`config.mk`:
```
export PLATFORM = sky130hd
export DESIGN_NAME = pipe_mux_n_flat
export DESIGN_NICKNAME = d
export VERILOG_FILES = /design/src/rtl/pipe_mux_n_if.sv /design/src/rtl/pipe_mux_n.sv /design/src/flat_wrapper.sv
export SDC_FILE = /design/constraint.sdc
export NUM_CORES = 1
export LEC_CHECK = 0
export CORE_MARGIN = 1.5
export CORE_UTILIZATION = 32
export CTS_CLUSTER_DIAMETER = 80
export DETAILED_ROUTE_END_ITERATION = 8
export PLACE_DENSITY = 0.78
export SYNTH_ARGS = -nofsm -noshare
export SYNTH_HDL_FRONTEND = slang
export SYNTH_SLANG_ARGS = --single-unit
```
`constraint.sdc`:
```
create_clock -name Clk -period 1.6 [get_ports Clk]
set_input_delay 0.16 -clock Clk [delete_from_list [all_inputs] [get_ports Clk]]
set_output_delay 0.16 -clock Clk [all_outputs]
set_load 0.03 [all_outputs]
```
`src/rtl/pipe_mux_n_if.sv`:
```
// Handshake bundle for pipe_mux_n: N flattened input channels,
// channel select and one registered output channel.
interface pipe_mux_n_if #(
    parameter int WIDTH  = 8,
    parameter int NUM_IN = 4,
    parameter int SEL_W  = 2
);
    logic [NUM_IN*WIDTH-1:0] In;
    logic [NUM_IN-1:0]       In_valid;
    logic [NUM_IN-1:0]       In_ready;
    logic [SEL_W-1:0]        Sel;
    logic [WIDTH-1:0]        Out;
    logic                    Out_valid;
    logic                    Out_ready;
    logic [SEL_W-1:0]        Out_src;

    modport master (
        output In, In_valid, Sel, Out_ready,
        input  In_ready, Out, Out_valid, Out_src
    );

    modport slave (
        input  In, In_valid, Sel, Out_ready,
        output In_ready, Out, Out_valid, Out_src
    );
endinterface

```
`src/rtl/pipe_mux_n.sv`:
```
// Registered N:1 selector with valid/ready on every channel.
// Define PIPE_MUX_RR_EN for round-robin grant instead of Sel.
module pipe_mux_n #(
    parameter int WIDTH  = 8,
    parameter int NUM_IN = 4,
    parameter int SEL_W  = 2
) (
    input logic        Clk,
    input logic        Rst_n,
    pipe_mux_n_if.slave bus
);
    logic [SEL_W-1:0] sel_eff;
    logic             sel_ok;
    logic             load;
    logic             accept;
    logic [WIDTH-1:0] data_sel;
    logic             valid_sel;

    logic [WIDTH-1:0] out_q, out_d;
    logic             out_valid_q, out_valid_d;
    logic [SEL_W-1:0] out_src_q, out_src_d;

`ifdef PIPE_MUX_RR_EN
    logic [SEL_W-1:0] ptr_q, ptr_d;

    // first valid channel at or above ptr, wrapping
    always_comb begin
        int idx;
        idx     = 0;
        sel_eff = ptr_q;
        sel_ok  = 1'b0;
        for (int k = 0; k < NUM_IN; k++) begin
            idx = int'(ptr_q) + k;
            if (idx >= NUM_IN) idx = idx - NUM_IN;
            if (!sel_ok && bus.In_valid[idx]) begin
                sel_eff = SEL_W'(idx);
                sel_ok  = 1'b1;
            end
        end
    end

    always_comb begin
        ptr_d = ptr_q;
        if (accept) begin
            if (int'(sel_eff) == NUM_IN - 1) ptr_d = '0;
            else ptr_d = sel_eff + 1'b1;
        end
    end

    always_ff @(posedge Clk or negedge Rst_n) begin
        if (!Rst_n) ptr_q <= '0;
        else ptr_q <= ptr_d;
    end
`else
    assign sel_eff = bus.Sel;
    assign sel_ok  = int'(bus.Sel) < NUM_IN;
`endif

    assign load = ~out_valid_q | bus.Out_ready;

    always_comb begin
        data_sel  = '0;
        valid_sel = 1'b0;
        for (int i = 0; i < NUM_IN; i++) begin
            if (sel_eff == SEL_W'(i)) begin
                data_sel  = bus.In[i*WIDTH +: WIDTH];
                valid_sel = bus.In_valid[i];
            end
        end
    end

    always_comb begin
        bus.In_ready = '0;
        for (int i = 0; i < NUM_IN; i++) begin
            bus.In_ready[i] = Rst_n & load & sel_ok
                            & (sel_eff == SEL_W'(i));
        end
    end

    assign accept = load & sel_ok & valid_sel;

    // a stalled word is never overwritten
    always_comb begin
        out_d       = out_q;
        out_src_d   = out_src_q;
        out_valid_d = out_valid_q;
        if (load) begin
            out_valid_d = accept;
            if (accept) begin
                out_d     = data_sel;
                out_src_d = sel_eff;
            end
        end
    end

    always_ff @(posedge Clk or negedge Rst_n) begin
        if (!Rst_n) begin
            out_q       <= '0;
            out_valid_q <= 1'b0;
            out_src_q   <= '0;
        end else begin
            out_q       <= out_d;
            out_valid_q <= out_valid_d;
            out_src_q   <= out_src_d;
        end
    end

    assign bus.Out       = out_q;
    assign bus.Out_valid = out_valid_q;
    assign bus.Out_src   = out_src_q;
endmodule
```
`src/flat_wrapper.sv`:
```
// flat-port wrapper written by rule: the top's interface ports become plain ports
module pipe_mux_n_flat 
#(
    parameter int WIDTH  = 8,
    parameter int NUM_IN = 4,
    parameter int SEL_W  = 2
)
  (Clk, Rst_n, bus_In, bus_In_valid, bus_Sel, bus_Out_ready, bus_In_ready, bus_Out, bus_Out_valid, bus_Out_src);
  pipe_mux_n_if #(.WIDTH(WIDTH), .NUM_IN(NUM_IN), .SEL_W(SEL_W)) bus_i ();
  input logic Clk;
  input logic Rst_n;
  input wire logic [$bits(bus_i.In)-1:0] bus_In;
  input wire logic [$bits(bus_i.In_valid)-1:0] bus_In_valid;
  input wire logic [$bits(bus_i.Sel)-1:0] bus_Sel;
  input wire logic [$bits(bus_i.Out_ready)-1:0] bus_Out_ready;
  output wire logic [$bits(bus_i.In_ready)-1:0] bus_In_ready;
  output wire logic [$bits(bus_i.Out)-1:0] bus_Out;
  output wire logic [$bits(bus_i.Out_valid)-1:0] bus_Out_valid;
  output wire logic [$bits(bus_i.Out_src)-1:0] bus_Out_src;
  assign bus_i.In = bus_In;
  assign bus_i.In_valid = bus_In_valid;
  assign bus_i.Sel = bus_Sel;
  assign bus_i.Out_ready = bus_Out_ready;
  assign bus_In_ready = bus_i.In_ready;
  assign bus_Out = bus_i.Out;
  assign bus_Out_valid = bus_i.Out_valid;
  assign bus_Out_src = bus_i.Out_src;
  pipe_mux_n #(.WIDTH(WIDTH), .NUM_IN(NUM_IN), .SEL_W(SEL_W)) u_core (.Clk(Clk), .Rst_n(Rst_n), .bus(bus_i));
endmodule
```
# Word level (Yosys, flattened, before mapping)
# Index checks and enable logic that the tools add are counted.
# totals
ff_bits	11
inputBits	41
output_inout_bits	15
elab_cells	24
# classes
eq_ne	3
mux	8
bitwise	8
n_reduce_logical	2
# ops
cell	count
8-bit 2-to-1 mux	4
1-bit AND	6
2-bit equality test (second input constant)	2
1-bit 2-to-1 mux	4
2-bit by 1-bit equality test with 1-bit output (second input constant)	1
2-bit logical NOT	1
2-bit AND reduction	1
1-bit NOT	1
1-bit OR	1

# Logic depth before layout (Yosys ltp)
# Gate-level depths: netlist (run 1).
# logic_depth
word_depth	7
mapped_depth	5
mapped_depth_nobuf	4

# Least setup slack after synthesis (run 1)
# Ideal clock, no wire load.
# synth_path
path_kind	reg-to-reg
start	register u_core.out_valid_q (netlist: u_core.bus.Out_valid)
end	register u_core.out_q[0] (netlist: u_core.bus.Out[0])
setup_time_ns	0.125
arrival_time_ns	1.551
required_ns	1.475
setup_slack_ns	-0.075
stages_incl_launch_ff	5
n_path_buf	0
synth_period_minus_slack_ns	1.675
path_cell_list	dfrtp_1 nand2b_1 and3b_4 a31oi_4 mux2_2
# synth_between
elab_chain_cells	4
# synth_lines
item	line_no	source
start, declared	pipe_mux_n.sv:20	logic out_valid_q, out_valid_d;
start signal, assigned	pipe_mux_n.sv:103	out_valid_q <= out_valid_d;
1-bit NOT *	pipe_mux_n.sv:59	assign load = ~out_valid_q | bus.Out_ready;
1-bit OR *	pipe_mux_n.sv:59	
1-bit AND	pipe_mux_n.sv:80	assign accept = load & sel_ok & valid_sel;
2-bit AND reduction (no source line) *	n/a	
end signal, assigned	pipe_mux_n.sv:102	out_q <= out_d;
end, declared	pipe_mux_n.sv:19	logic [WIDTH-1:0] out_q, out_d;
# Mark *: on every way between the ends. The rest lies on a longest branch, timed or not.
# A chain may end at the register's enable or synchronous reset.

# Final worst setup path (run 1)
# layout_path
start	input port bus_In_valid[0]
end	register u_core.out_q[0] (netlist: u_core.bus.Out[0])
# layout_between
elab_chain_cells	6
# layout_lines
item	line_no	source
start, declared	flat_wrapper.sv:13	input wire logic [$bits(bus_i.In_valid)-1:0] bus_In_valid;
1-bit 2-to-1 mux (4 in a row)	pipe_mux_n.sv:65	if (sel_eff == SEL_W'(i)) begin
1-bit AND	pipe_mux_n.sv:80	
2-bit AND reduction (no source line)	n/a	
# Every way passes these cells.

==> results of run 1 <==
-- state kept, by name (all words and copies together), names as in the netlist --
register              flops
u_core.bus.Out_src        2
u_core.bus.Out_valid      1
u_core.bus.Out            8
-- worst reg2reg max path, stage by stage (launching register included) --
cell and delay [ns]:
dfrtp_2 0.36, nand2b_1 0.08, and3b_4 0.20, a31oi_4 0.16
buf_12 0.15, mux2_2 0.33
-- worst paths after layout --
check                      slack [ns]                    end  cells past startpoint
setup / recovery                 0.08      u_core.bus.Out[0]                      6
hold / removal                   0.11  u_core.bus.Out_src[1]                      1
setup reg to reg                 0.21      u_core.bus.Out[0]                      5
hold reg to reg                  0.51      u_core.bus.Out[5]                      1
max in group asynchronous        1.10      u_core.bus.Out[0]                      2
min in group Clk                 0.48   u_core.bus.Out_valid                      4
-- per-stage QoR --
step                      cell area [um^2]  std cells
final                                 1350        138
after global routing                  1350        138
after CTS                             1350        138
after detailed placement              1310        133
after global placement                1310        133
after floorplan                        713         49
-- per-layer routing --
metal / track usage / up-vias / wire [um] / share of wire
met4: 0.0556 / 0 / 17 / 0.0090
met3: 0.0476 / 2 / 225 / 0.12
li1: - / 313 / - / -
met1: 0.171 / 313 / 658 / 0.35
met2: 0.294 / 43 / 995 / 0.52
met5: 0 / - / 0 / 0
-- area by class of cell --
type	count	area share
repair buffers	62	0.446
multi-input cells	32	0.299
well taps	27	0.0250
inverters	2	0.00555
flip-flops and latches	11	0.204
clock buffers	4	0.0194
-- cell usage in the layout (no fill, tap or decap) --
cell type and instances:
nor2_1 2, mux2_2 10, dfrtp_1 10, clkbuf_4 3, inv_1 2, buf_12 1, dlygate4sd2_1 1, nand2b_1 1
mux4_1 2, clkbuf_1 1, mux2i_1 1, and3b_4 1, nor3_1 2, mux2_4 1, dfrtp_2 1, buf_4 10
nand3_1 2, mux4_2 6, o21ai_0 1, a31oi_4 1, clkdlybuf4s50_1 50, nand2_1 2
-- what timing repair did --
| item | CTS | global route |
|---|---|---|
| endpoints found under the setup margin | 9 | 0 |
| gates resized for setup | 1 | 0 |
| buffers inserted | 1 | 0 |
-- power groups by stage --
stage | Clock [mW] | Sequential [mW] | Combinational, mW
finish | 0.185 | 0.381 | 0.582
CTS | 0.187 | 0.382 | 0.587
floorplan | 0 | 0.522 | 0.156
detailed placement | 0 | 0.388 | 0.575
global route | 0.196 | 0.390 | 0.613
global placement | 0 | 0.386 | 0.564
-- kinds of logic after synthesis --
logic type,after synthesis
simple gates,10
compound gates,2
flops,11
mux,20
buf+inv,6
==> run_results.csv, run 1 <==
group,metric,value,unit
timing,period_share,0.951,
timing,setup_viol,0,
setup_path,critPathTopFamily,"multiplexers",
setup_path,max_stage_delay,0.39,ns
grt,track_usage,0.160,
grt,grt_pass1_vias,730,
clock_network,cts_buffers,3,
synth,ys_ff_latch,11,
grt,antenna_found_initial,0,
synth,synth_most_common_cell,"dfrtp_1",
synth,synth_commonest_cells,"dfrtp_1, mux2_2, mux4_2",
clock_network,ctsLongestPathBuffers,2,
synth,netlist.area_leader.share,0.387,
pwr,switching_share,0.334,
synth,syn_inst,49,
layout,final-seq-area,277,um^2
setup_path,path_max_fanout,9,
setup_path,cp_data_required_time,1.75,ns
pwr,leakage,0.553,nW
grt,grt_overflow_total,0,
timing,holdWs,0.115,ns
setup_path,cp-end-kind,"register",
layout,area_growth,90.2,%
pwr,power.total,1.15,mW
synth,synth_compound_area_frac,0.0369,
synth,synth_fa_ha_area_frac,0,
floorplan,core.rowCount,16,
synth,postSynth.asyncResetShare,1.00,
pwr,power.internal,0.764,mW
layout,multi_input_area,405,um^2
clock_network,cts.sinks,11,
synth,ys_warn_count,0,
grt,grt_max_degree,13,
setup_path,critical_path.startpoint,"bus_In_valid[0]",
setup_path,crit_slowest_cell,"clkdlybuf4s50_1",
placement,numPortBuffers,55,
grt,grt_pass1_wl,3.05,mm
clock_network,clock_latency,0.26,ns
synth,dominantRegCellSynth,"dfrtp_1",
floorplan,initial_core_util,0.352,
layout,final_layout_size_suffix_gt1_frac,0.306,
timing,period_needed,1.52,ns
clock_network,h-tree-depth,1,
layout,fill_cells,161,
pwr,p_sw,0.384,mW
synth,synthTopCellsByArea,"dfrtp_1, mux4_2, mux2_2, mux4_1, a31oi_4",
synth,yosys.area_share.simple,0.0756,
pwr,ir_drop,0.422,mV
setup_path,r2r_start,"u_core.bus.Out_valid",
placement,preCtsSetupSlack,-0.469,ns
clock_network,cts_tree,"done",
synth,synth_area,712,um^2
detailed_routing,drtAntennaViolNets,0,
layout,fin_nets,153,
timing,rsz0062_at_grt,"no",
layout,n_antenna_cell,0,
outcome,outcome,"completed",
detailed_routing,via_per_inst,4.86,
timing,layout_setup_ws,0.0781,ns
synth,yosysTopAreaCell,"dfrtp_1",
worst_hold_path,hold_path_class,"in -> async",
timing,fmax,0.657,GHz
floorplan,io_pins,56,
setup_path,cp_data_arrival_time,1.67,ns
pwr,power_frac_comb,0.507,
pwr,p_per_area,848,nW/um^2
clock_network,holdBufCountCts,0,
floorplan,core,2020,um^2
synth,synth_cell_types,18,
floorplan,die_y,50.2,um
setup_path,worst-path-buf-inv,2,
synth,synth_mux_area_frac,0.457,
timing,skew,0.000675,ns
clock_network,clk_pin_slew,0.07,ns
setup_path,startpoint_type,"input pin",
placement,gp_congestion,0.719,
pwr,clkPwrFrac,0.161,
floorplan,dieArea,2520,um^2
timing,tightest_slew,0.326,ns
detailed_routing,drt_wl_total,1.90,mm
clock_network,cts_root_buffer,"clkbuf_4",
synth,syn_nets,90,
synth,yosysSeqAreaShare,0.387,
timing,drv_slew,0,
synth,synth_top_family_by_area,"multiplexers",
pwr,pwr-share-seq,0.332,
floorplan,dieWidth,50.2,um
synth,synth_area_per_cell,14.5,um^2
timing,hold_viol_final,0,
detailed_routing,drtIter0Drc,4,
setup_path,crit_chain,"clkdlybuf4s50_1 -> mux2_4 -> and3b_4 -> a31oi_4 -> buf_12 -> mux2_2",
placement,dp_hpwl,1.59,mm
timing,fin_setup_tns,0,ns
detailed_routing,dr.pass1.iters,4,
detailed_routing,vias,671,
setup_path,criticalPathCategory,"in -> reg",
timing,relSlewSlack,0.782,
detailed_routing,wl_per_cell,13.7,um
synth,synth-xor-area-share,0,
detailed_routing,route.detailed.drc,0,
layout,final_util,0.670,
run,cap_viol_max_count,0,
synth,synth-edff-count,0,
No activity file was read; power rests on OpenSTA's default activity.
==> run 2: changes to the inputs <==
Settings changed: PLACE_DENSITY 0.78 to 0.86.
==> run 2 against run 1 <==
Critical path depth is the same. Cell count grew 0.72%. Total power is essentially flat. Largest power group unchanged.
==> run_results.csv, run 2 (synthesis results as in run 1) <==
group,metric,value,unit
pwr,power.total,1.15,mW
timing,relSlewSlack,0.789,
floorplan,die_y,50.2,um
grt,track_usage,0.163,
clock_network,clock_latency,0.26,ns
setup_path,crit_chain,"clkdlybuf4s50_1 -> mux2_4 -> and3b_4 -> a31oi_4 -> buf_12 -> mux2_2",
grt,grt_pass1_wl,3.03,mm
clock_network,cts_tree,"done",
setup_path,startpoint_type,"input pin",
grt,grt_overflow_total,0,
timing,fmax,0.655,GHz
clock_network,h-tree-depth,1,
setup_path,path_max_fanout,9,
setup_path,worst-r2r-setup-slack,0.22,ns
clock_network,cts_root_buffer,"clkbuf_4",
placement,numPortBuffers,55,
floorplan,dieArea,2520,um^2
setup_path,max_stage_delay,0.40,ns
layout,final_cell_count_no_fill,139,
setup_path,cp_data_arrival_time,1.67,ns
setup_path,cp_data_required_time,1.75,ns
detailed_routing,wl_per_cell,13.6,um
layout,largest_register_ffs,8,
grt,grt_pass1_vias,710,
setup_path,ff2ff_path_depth,5,
worst_hold_path,hold_path_class,"in -> async",
run,cap_viol_max_count,0,
layout,final_common_cell,"clkdlybuf4s50_1",
timing,skew,0.00468,ns
setup_path,worst-path-stages,6,
timing,hold_viol_final,0,
floorplan,core.rowCount,16,
timing,drv_slew,0,
timing,tightest_slew,0.315,ns
layout,area_growth,91.2,%
setup_path,criticalPathCategory,"in -> reg",
floorplan,io_pins,56,
grt,grt_max_degree,12,
clock_network,cts.sinks,11,
outcome,outcome,"completed",
floorplan,core,2020,um^2
timing,period_share,0.955,
layout,final_cell_mix,"clkdlybuf4s50_1, buf_4, mux2_2, dfrtp_1, mux4_2",
pwr,ir_drop,0.473,mV
setup_path,critPathTopFamily,"multiplexers",
layout,final_layout_size_suffix_gt1_frac,0.313,
pwr,p_per_area,844,nW/um^2
detailed_routing,vias,658,
setup_path,cp-end-kind,"register",
placement,dp.cells,135,
floorplan,dieWidth,50.2,um
timing,holdWs,0.276,ns
detailed_routing,via_per_inst,4.73,
clock_network,clk_pin_slew,0.07,ns
grt,antenna_found_initial,0,
layout,fin_nets,154,
timing,period_needed,1.53,ns
pwr,leakage,0.558,nW
timing,setup_viol,0,
floorplan,initial_core_util,0.352,
setup_path,worst-path-buf-inv,2,
detailed_routing,route.detailed.drc,0,
detailed_routing,drtAntennaViolNets,0,
layout,n_antenna_cell,0,
detailed_routing,drtIter0Drc,5,
timing,rsz0062_at_grt,"no",
clock_network,cts_buffers,3,
placement,gp_congestion,0.691,
setup_path,crit_slowest_cell,"clkdlybuf4s50_1",
detailed_routing,drt_wl_total,1.89,mm
clock_network,ctsLongestPathBuffers,2,
detailed_routing,dr.pass1.iters,2,
## run 2: cell count changes in the layout (fill, tap and decap cells not counted)
| cell | before | now |
|---|---|---|
| buf_4 | 10 | 11 |
## run 2: path summary, 6_finish.rpt
kind,from,endpoint
max,bus_In_valid[0],u_core.bus.Out[4]
min,Rst_n,u_core.bus.Out_src[0]
max reg2reg,u_core.bus.Out_valid,u_core.bus.Out[4]
min reg2reg,u_core.bus.Out[5],u_core.bus.Out[5]
max in group asynchronous,Rst_n,u_core.bus.Out_valid
min in group Clk,u_core.bus.Out[5],u_core.bus.Out[5]
## run 2: what timing repair did
item | CTS | global route
endpoints found under the hold margin | 0 | 0
resized for setup | 1 | 0
buffers inserted | 0 | 0
setup endpoints to repair | 9 | 0
hold buffers | 0 | 0
## run 2: per-layer routing
layer	vias up	part of all wire	global-route usage
met2	41	0.51	0.281
met1	299	0.37	0.186
met3	2	0.11	0.0565
met4	0	0.010	0.0556
met5	-	0	0
li1	316	-	-
## run 2: cell type report
type / instances / area (um^2)
multi-input combinational: 32 / 405
timing repair buffer: 63 / 612
fill: 144 / 661
inverter: 2 / 7.51
tap: 27 / 33.8
clock buffer: 4 / 26.3
sequential: 11 / 277
## run 2: power breakdown
group / total [mW] / leakage, nW / switching, mW / internal (mW)
combinational: 0.584 / 0.417 / 0.260 / 0.323
sequential: 0.382 / 0.127 / 0.0355 / 0.347
clock: 0.182 / 0.0150 / 0.0860 / 0.0964
## run 2: metrics by stage
step,utilization,setup slack (ns),TNS [ns],cell area (um^2)
after floorplan,-,0.0116,0,713
after global placement,0.661,-0.358,-3.22,1340
after detailed placement,0.661,-0.412,-3.64,1340
after CTS,0.673,0.0757,0,1360
after global routing,0.673,0.0150,0,1360
final,0.673,0.0727,0,1360
